===== config.mk =====
export PLATFORM = sky130hd
export DESIGN_NAME = rom_bus_ctrl_flat
export DESIGN_NICKNAME = d
export VERILOG_FILES = /design/src/rtl/rom_bus_ctrl_if.sv /design/src/rtl/rom_bus_ctrl.sv /design/src/flat_wrapper.sv
export SDC_FILE = /design/constraint.sdc
export NUM_CORES = 1
export LEC_CHECK = 0
export ABC_AREA = 0
export BUFFER_PORTS_ARGS = -buffer_cell sky130_fd_sc_hd__buf_2
export CELL_PAD_IN_SITES_DETAIL_PLACEMENT = 0
export CELL_PAD_IN_SITES_GLOBAL_PLACEMENT = 2
export CORE_UTILIZATION = 26
export DETAILED_ROUTE_END_ITERATION = 8
export PLACE_DENSITY = 0.79
export SLEW_MARGIN = 25
export SYNTH_ARGS = -nofsm -noshare
export SYNTH_HDL_FRONTEND = slang
export SYNTH_SLANG_ARGS = --single-unit

===== constraint.sdc =====
create_clock -name clk -period 2.55 [get_ports clk]
set_input_delay 0.1275 -clock clk [delete_from_list [all_inputs] [get_ports clk]]
set_output_delay 0.1275 -clock clk [all_outputs]
set_load 0.01 [all_outputs]

===== src/rtl/rom_bus_ctrl_if.sv =====
// CPU-side single-word read bus into the boot-ROM controller.
// The requester holds req and addr stable until ack or err.
interface rom_bus_ctrl_if;
  logic        req;
  logic        we;
  logic [31:0] addr;
  logic [31:0] data;
  logic        ack;
  logic        err;

  modport master (output req, we, addr, input data, ack, err);
  modport slave  (input req, we, addr, output data, ack, err);
endinterface


===== src/rtl/rom_bus_ctrl.sv =====
// Boot-ROM bus controller: decodes the boot window, drives the ROM
// CE/address handshake and returns data with a one-cycle ack or err.
//
// state   | meaning
// IDLE    | wait for a request; legality checked here only
// ISSUE   | CE and address presented, ROM samples
// CAPTURE | wait for rom_ready, bounded by TIMEOUT
// DONE    | ack pulse with read data
// ERR     | err pulse
module rom_bus_ctrl #(
  parameter logic [31:0] ROM_BASE = 32'hBFC00000,
  parameter int          ROM_AW   = 12,
  parameter int          TIMEOUT  = 8
) (
  input  logic              clk,
  input  logic              rst,
  rom_bus_ctrl_if.slave     bus,
  output logic [ROM_AW-1:0] rom_addr,
  output logic              rom_ce,
  output logic              rom_we,
  input  logic [31:0]       rom_data,
  input  logic              rom_ready
);

  localparam int CW = $clog2(TIMEOUT + 1);
  localparam logic [CW-1:0] CNT_LAST = CW'(TIMEOUT - 1);
  localparam logic [CW-1:0] CNT_SAT  = CW'(TIMEOUT);

  typedef enum logic [2:0] {IDLE, ISSUE, CAPTURE, DONE, ERR} state_t;

  state_t            state, state_nx;
  logic [31:0]       data_q, data_nx;
  logic              ack_q, ack_nx;
  logic              err_q, err_nx;
  logic [ROM_AW-1:0] addr_q, addr_nx;
  logic              ce_q, ce_nx;
  logic [CW-1:0]     cnt_q, cnt_nx;
  logic              legal;

  assign legal = !bus.we && (bus.addr[1:0] == 2'b00) &&
                 (bus.addr[31:ROM_AW] == ROM_BASE[31:ROM_AW]);

  always_ff @(posedge clk or negedge rst) begin
    if (!rst) begin
      state  <= IDLE;
      data_q <= '0;
      ack_q  <= 1'b0;
      err_q  <= 1'b0;
      addr_q <= '0;
      ce_q   <= 1'b0;
      cnt_q  <= '0;
    end else begin
      state  <= state_nx;
      data_q <= data_nx;
      ack_q  <= ack_nx;
      err_q  <= err_nx;
      addr_q <= addr_nx;
      ce_q   <= ce_nx;
      cnt_q  <= cnt_nx;
    end
  end

  // ack/err and read data are single-cycle, so they default to zero every cycle
  always_comb begin
    state_nx = state;
    data_nx  = '0;
    ack_nx   = 1'b0;
    err_nx   = 1'b0;
    addr_nx  = addr_q;
    ce_nx    = ce_q;
    cnt_nx   = cnt_q;
    case (state)
      IDLE: begin
        if (bus.req) begin
          if (legal) begin
            addr_nx  = bus.addr[ROM_AW-1:0];
            ce_nx    = 1'b1;
            cnt_nx   = '0;
            state_nx = ISSUE;
          end else begin
            err_nx   = 1'b1;
            state_nx = ERR;
          end
        end
      end
      ISSUE: state_nx = CAPTURE;
      CAPTURE: begin
        if (rom_ready) begin
          data_nx  = rom_data;
          ack_nx   = 1'b1;
          ce_nx    = 1'b0;
          state_nx = DONE;
        end else if (cnt_q == CNT_LAST) begin
          cnt_nx   = CNT_SAT;
          ce_nx    = 1'b0;
          err_nx   = 1'b1;
          state_nx = ERR;
        end else begin
          cnt_nx = cnt_q + CW'(1);
        end
      end
      DONE:    state_nx = IDLE;
      ERR:     state_nx = IDLE;
      default: begin
        ce_nx    = 1'b0;
        state_nx = IDLE;
      end
    endcase
  end

  assign bus.data = data_q;
  assign bus.ack  = ack_q;
  assign bus.err  = err_q;
  assign rom_addr = addr_q;
  assign rom_ce   = ce_q;
  assign rom_we   = 1'b0;

endmodule


===== src/flat_wrapper.sv =====
// flat-port wrapper written by rule: the top's interface ports become plain ports
module rom_bus_ctrl_flat 
#(
  parameter logic [31:0] ROM_BASE = 32'hBFC00000,
  parameter int          ROM_AW   = 12,
  parameter int          TIMEOUT  = 8
)
  (clk, rst, rom_addr, rom_ce, rom_we, rom_data, rom_ready, bus_req, bus_we, bus_addr, bus_data, bus_ack, bus_err);
  rom_bus_ctrl_if bus_i ();
  input  logic clk;
  input  logic rst;
  output logic [ROM_AW-1:0] rom_addr;
  output logic rom_ce;
  output logic rom_we;
  input  logic [31:0] rom_data;
  input  logic rom_ready;
  input wire logic [$bits(bus_i.req)-1:0] bus_req;
  input wire logic [$bits(bus_i.we)-1:0] bus_we;
  input wire logic [$bits(bus_i.addr)-1:0] bus_addr;
  output wire logic [$bits(bus_i.data)-1:0] bus_data;
  output wire logic [$bits(bus_i.ack)-1:0] bus_ack;
  output wire logic [$bits(bus_i.err)-1:0] bus_err;
  assign bus_i.req = bus_req;
  assign bus_i.we = bus_we;
  assign bus_i.addr = bus_addr;
  assign bus_data = bus_i.data;
  assign bus_ack = bus_i.ack;
  assign bus_err = bus_i.err;
  rom_bus_ctrl #(.ROM_BASE(ROM_BASE), .ROM_AW(ROM_AW), .TIMEOUT(TIMEOUT)) u_core (.clk(clk), .rst(rst), .bus(bus_i), .rom_addr(rom_addr), .rom_ce(rom_ce), .rom_we(rom_we), .rom_data(rom_data), .rom_ready(rom_ready));
endmodule

==> Yosys cells after proc, flatten, opt, wreduce, memory -nomap -nowiden <==
Cells that the tools add are included.
{ "totals": {"reg_bits": 54, "output_inout_bits": 48, "word_cells": 54} }
{ "op_classes": {"add_sub_neg": 1, "eq_ne": 10, "n_mux": 24, "bitwise_logic": 1, "n_reduce_logical": 11} }
{ "op_table": {"columns": ["operator", "count"], "rows": [
  ["32-bit two-way mux", 2],
  ["20-bit equality test (second input constant)", 1],
  ["4-bit two-way mux", 4],
  ["3-bit two-way mux", 4],
  ["1-bit two-way mux", 10],
  ["3-bit case mux with 3 select lines", 1],
  ["4-bit case mux with 2 select lines", 1],
  ["4-bit AND reduction", 2],
  ["3-bit by 2-bit equality test with 1-bit output (second input constant)", 2],
  ["4-bit by 1-bit adder with 4-bit output (second input constant)", 1],
  ["4-bit by 3-bit equality test with 1-bit output (second input constant)", 1],
  ["2-bit != test (second input constant)", 2],
  ["3-bit by 1-bit equality test with 1-bit output (second input constant)", 1],
  ["3-bit equality test (second input constant)", 1],
  ["3-bit zero test", 1],
  ["3-bit by 2-bit != test with 1-bit output (second input constant)", 1],
  ["1-bit case mux with 3 select lines", 1],
  ["3-bit AND reduction", 1],
  ["3-bit OR reduction", 1],
  ["1-bit logical AND", 2],
  ["2-bit zero test", 1],
  ["2-bit by 1-bit != test with 1-bit output (second input constant)", 1],
  ["1-bit case mux with 2 select lines", 1],
  ["2-bit AND reduction", 1],
  ["3 further kinds", 3]
]} }

==> Logic depth before layout (Yosys ltp) <==
{ "depth": {"ltp_word": 6, "ltp_mapped": 5, "mapped_depth_nobuf": 5} }

==> Worst setup path before layout <==
Ideal clock, no wire load.
{ "synth_path": {"kind": "input -> register", "start": "in bus_addr[1]", "end": "reg u_core.addr_q[10] (netlist: u_core.rom_addr[10])", "setup_ns": 0.125, "arrival_ns": 1.984, "required_ns": 2.425, "slack_ns": 0.441, "stages": 5, "path_buffers": 1, "path_cell_list": "or4b_4 or4_4 nor3b_4 buf_6 mux2_4"} }
{ "synth_between": {"elab_chain_len": 4} }
{ "synth_lines": {"columns": ["element", "line_no", "source"], "rows": [
  ["from (decl)", "flat_wrapper.sv:19", "input wire logic [$bits(bus_i.addr)-1:0] bus_addr;"],
  ["2-bit zero test", "rom_bus_ctrl.sv:40", "assign legal = !bus.we && (bus.addr[1:0] == 2'b00) &&"],
  ["1-bit logical AND (2 in series)", "rom_bus_ctrl.sv:40", null],
  ["3-bit AND reduction (no line)", null, null],
  ["to (signal assigned)", "rom_bus_ctrl.sv:57", "addr_q <= addr_nx;"],
  ["to (decl)", "rom_bus_ctrl.sv:35", "logic [ROM_AW-1:0] addr_q, addr_nx;"]
]} }
Every way passes these cells.
A chain may end at the register's enable or synchronous reset.

==> Worst setup path after layout <==
{ "layout_path": {"start": "in bus_addr[1]", "end": "reg u_core.addr_q[2] (netlist: u_core.rom_addr[2])"} }
Same word-level chain as after synthesis.

==> metrics.md <==
| Metric | Value |
|---|---|
| Setup CP Type | primary input to register |
| Combinational power share | 20.7% |
| Post-route cell area | 0.00295 mm2 |
| Slew Limit Headroom | 54.3% |
| Setup TNS | 0 ns |
| Final WL | 4690 um |
| Syn Nets | 231 |
| Switching power | 560 uW |
| Metal2 WL | 2270 um |
| Initial antenna violation count | 0 |
| Worst hold stages | 2 |
| Seq/Total Area, Yosys | 64.2% |
| Met3 wire length | 476 um |
| Initial core utilization | 27.1% |
| Max capacitance violation total | 0 |
| Final Slew Violations | 0 |
| Async set-reset flop share out of synthesis | 100% |
| Io pins | 117 |
| #FFs+latches synth | 54 |
| Clock power share | 29.5% |
| Hold endpoint | u_core.bus.data[29] |
| Syn avg cell area | 13.1 um2 |
| Clk_skew | 0.0106 ns |
| WHS | 0.0201 ns |
| Max H-tree Level | 2 |
| Die X | 92.0 um |
| Power Dens Cells | 692 mW/mm2 |
| Top sig layer | met4 |
| Post-layout net count | 354 |
| CTS Buf Count | 5 |
| Synthesized area | 0.00211 mm2 |
| Vias in the first global route | 1651 |
| CTS tree | built |
| Input/output buffers | 115 |
| Setup crit start kind | primary input |
| Clock Latency Late Sink | 0.30 ns |
| Peak supply drop | 0.272 mV |
| CP Cell Sequence | buf_2, or4b_4, or4_4, nor3b_4, buf_4, mux2_2 |
| First-pass GRT wire length | 7510 um |
| Drt wl/cell | 12.1 um |
| Most used DFF post-synth | dfrtp_1 |
| Total track usage | 11.4% |
| Clk buf depth | 2 |
| CP Capture Type | register |
| Final hold vios | 0 |
| Core ar. | 0.00777 mm2 |
| Worst min path class | primary input to register |
| Fraction of layout cells with a size suffix above 1 | 50.9% |
| Drt via density | 4.20 |
| Setup ws final | 0.602 ns |
| Die H | 92.0 um |
| Critical Path RT | 2.75 ns |
| Crit Reg-Reg Startpoint | u_core.state[1] |
| Residual DRC count | 0 |
| Vias | 1625 |
| Slowest CP cell | or4_4 |
| Post-CTS repair timing setup buffer count | 0 |
| DPL Wire Length | 3450 um |
| Number of DRC markers in iteration 0 | 16 |
| Cell Rows | 32 |
| WL met1 | 1920 um |
| Family with the most delay on the worst path | simple AND/OR/NAND/NOR gates |
| Post-synth cell types | 37 |
| R2R setup slack | 0.71 ns |
| R2R depth | 5 |
| Clock root cell | clkbuf_8 |
| Worst EP arrival | 2.15 ns |
| Gate Count Post-Synth | 161 |
| Antenna diodes | 0 |
| Worst Min Path Start | rom_data[29] |
| Layout filler cell count | 829 |
| First-pass detailed-route iteration total | 4 |
| Largest net degree at the start of global routing | 55 |
| Worst Tran Pin Value | 0.686 ns |
| Syn-to-layout area delta | 40.1% |
| Fin crit share | 76.4% |
| Final setup viols | 0 |
| FF-to-FF End | u_core.rom_addr[2] |
| Outcome | finished clean |
| Remaining antenna violation count after routing | 0 |
| Yosys warns | 0 |
| CTS clk-pin slew, worst paths | 0.10 ns |
| Fmax | 513 MHz |
| Placed cell areas | 0.00282 mm2 |
| Unrepaired setup endpoints after global routing | false |
| Die area | 0.00846 mm2 |
| Largest stage delay, worst path | 0.58 ns |
| Post-synth EDFFs | 0 |
| Place WS | 0.261 ns |
| Clock sink total | 54 |
| Pint | 1.48 mW |
| Fin crit period | 1.95 ns |
| Max FO, Critical Path | 11 |
| Congestion Overflow GR | 0 |
| Flop pwr share | 49.8% |
| Worst Path Buf+Inv | 2 |
| Sw Ratio | 27.5% |
| Leakage | 1.65 nW |
| Gpl congestion | 0.741 |
stage by stage:
stage,instances,utilization (%),total power [mW]
3_5_place_dp,378,36.3,1.46
4_1_cts,387,38.0,2.08
6_report,387,38.0,2.04
2_1_floorplan,161,-,1.27
5_1_grt,387,38.0,2.17
3_3_place_gp,378,36.3,1.46
flip-flops by register name, indices dropped and copies added, names as in the netlist:
name and count:
u_core.cnt_q 4, u_core.bus.err 1, u_core.rom_addr 12, u_core.bus.ack 1, u_core.state 3, u_core.rom_ce 1, u_core.bus.data 32
cell type report:
cell class / instances / area (um2) / area share (%)
tap: 102 / 128 / 4.33
timing repair buffer: 121 / 623 / 21.1
inverter: 4 / 15.0 / 0.509
clock buffer: 6 / 82.6 / 2.80
multi-input combinational: 98 / 712 / 24.1
sequential: 54 / 1350 / 45.8
clock inverter: 2 / 38.8 / 1.31
timing repair:
item / CTS / global route
endpoints found under the hold margin: 54 / 0
hold buffers: 1 / 0
gates resized for setup: 0 / 0
synthesized netlist by cell type (2+ instances only):
cell type | count | area (um2)
and2_1 | 33 | 206
nand4_1 | 2 | 12.5
clkbuf_1 | 3 | 11.3
dfrtp_1 | 54 | 1350
a21oi_1 | 2 | 10.0
nor4_1 | 3 | 18.8
mux2_4 | 7 | 105
nand3b_1 | 3 | 22.5
o21ai_0 | 7 | 35.0
nor2_1 | 2 | 7.51
inv_1 | 4 | 15.0
nand4b_1 | 2 | 17.5
mux2_2 | 3 | 33.8
or2_2 | 2 | 12.5
nor2b_1 | 5 | 31.3
nand3_1 | 2 | 10.0
nand2_1 | 7 | 26.3
cells by family (layout without fill, tap and decap cells):
| family | after synthesis | after routing | share of synthesized area (%) |
|---|---|---|---|
| buffers and inverters | 9 | 133 | 2.14 |
| AOI/OAI and AO/OA | 18 | 18 | 5.59 |
| and+or+nand+nor | 67 | 67 | 20.3 |
| adders and majority gates | 1 | 1 | 0.594 |
| other | 1 | 1 | 0.178 |
| DFF | 54 | 54 | 64.2 |
| muxes | 11 | 11 | 7.07 |
power groups by stage:
stage | Sequential (mW) | Clock [mW] | Combinational [mW]
final | 1.02 | 0.602 | 0.423
after global routing | 1.03 | 0.658 | 0.478
after CTS | 1.02 | 0.628 | 0.433
after detailed placement | 1.03 | 0 | 0.431
after global placement | 1.03 | 0 | 0.428
after floorplan | 1.05 | 0 | 0.220
metal layers:
metal | vias to the layer above | global-route usage, %
met1 | 764 | 12.6
met2 | 73 | 19.9
met5 | - | 0
li1 | 784 | -
met3 | 4 | 4.98
met4 | 0 | 3.52
how the worst max path moves through the flow:
stage / endpoint / depth (start not counted) / from / slack, ns
2_1_floorplan: u_core.rom_addr[10] / 5 / bus_addr[1] / 0.44
3_3_place_gp: u_core.rom_addr[3] / 6 / bus_addr[1] / 0.29
3_5_place_dp: u_core.rom_addr[4] / 6 / bus_addr[1] / 0.26
4_1_cts: u_core.rom_addr[4] / 6 / bus_addr[1] / 0.60
5_1_grt: u_core.rom_addr[4] / 5 / u_core.state[1] / 0.53
6_report: u_core.rom_addr[2] / 6 / bus_addr[1] / 0.60
layout by cell type (no fill, tap or decap), drive strengths merged, types with 3 or more instances in the layout:
cell type and count:
and2 33, buf 120, clkbuf 6, dfrtp 54, inv 5, mux2 10
nand2 7, nand3b 3, nor2b 5, nor4 3, o21ai 7
Power figures use the tool's default switching activity.
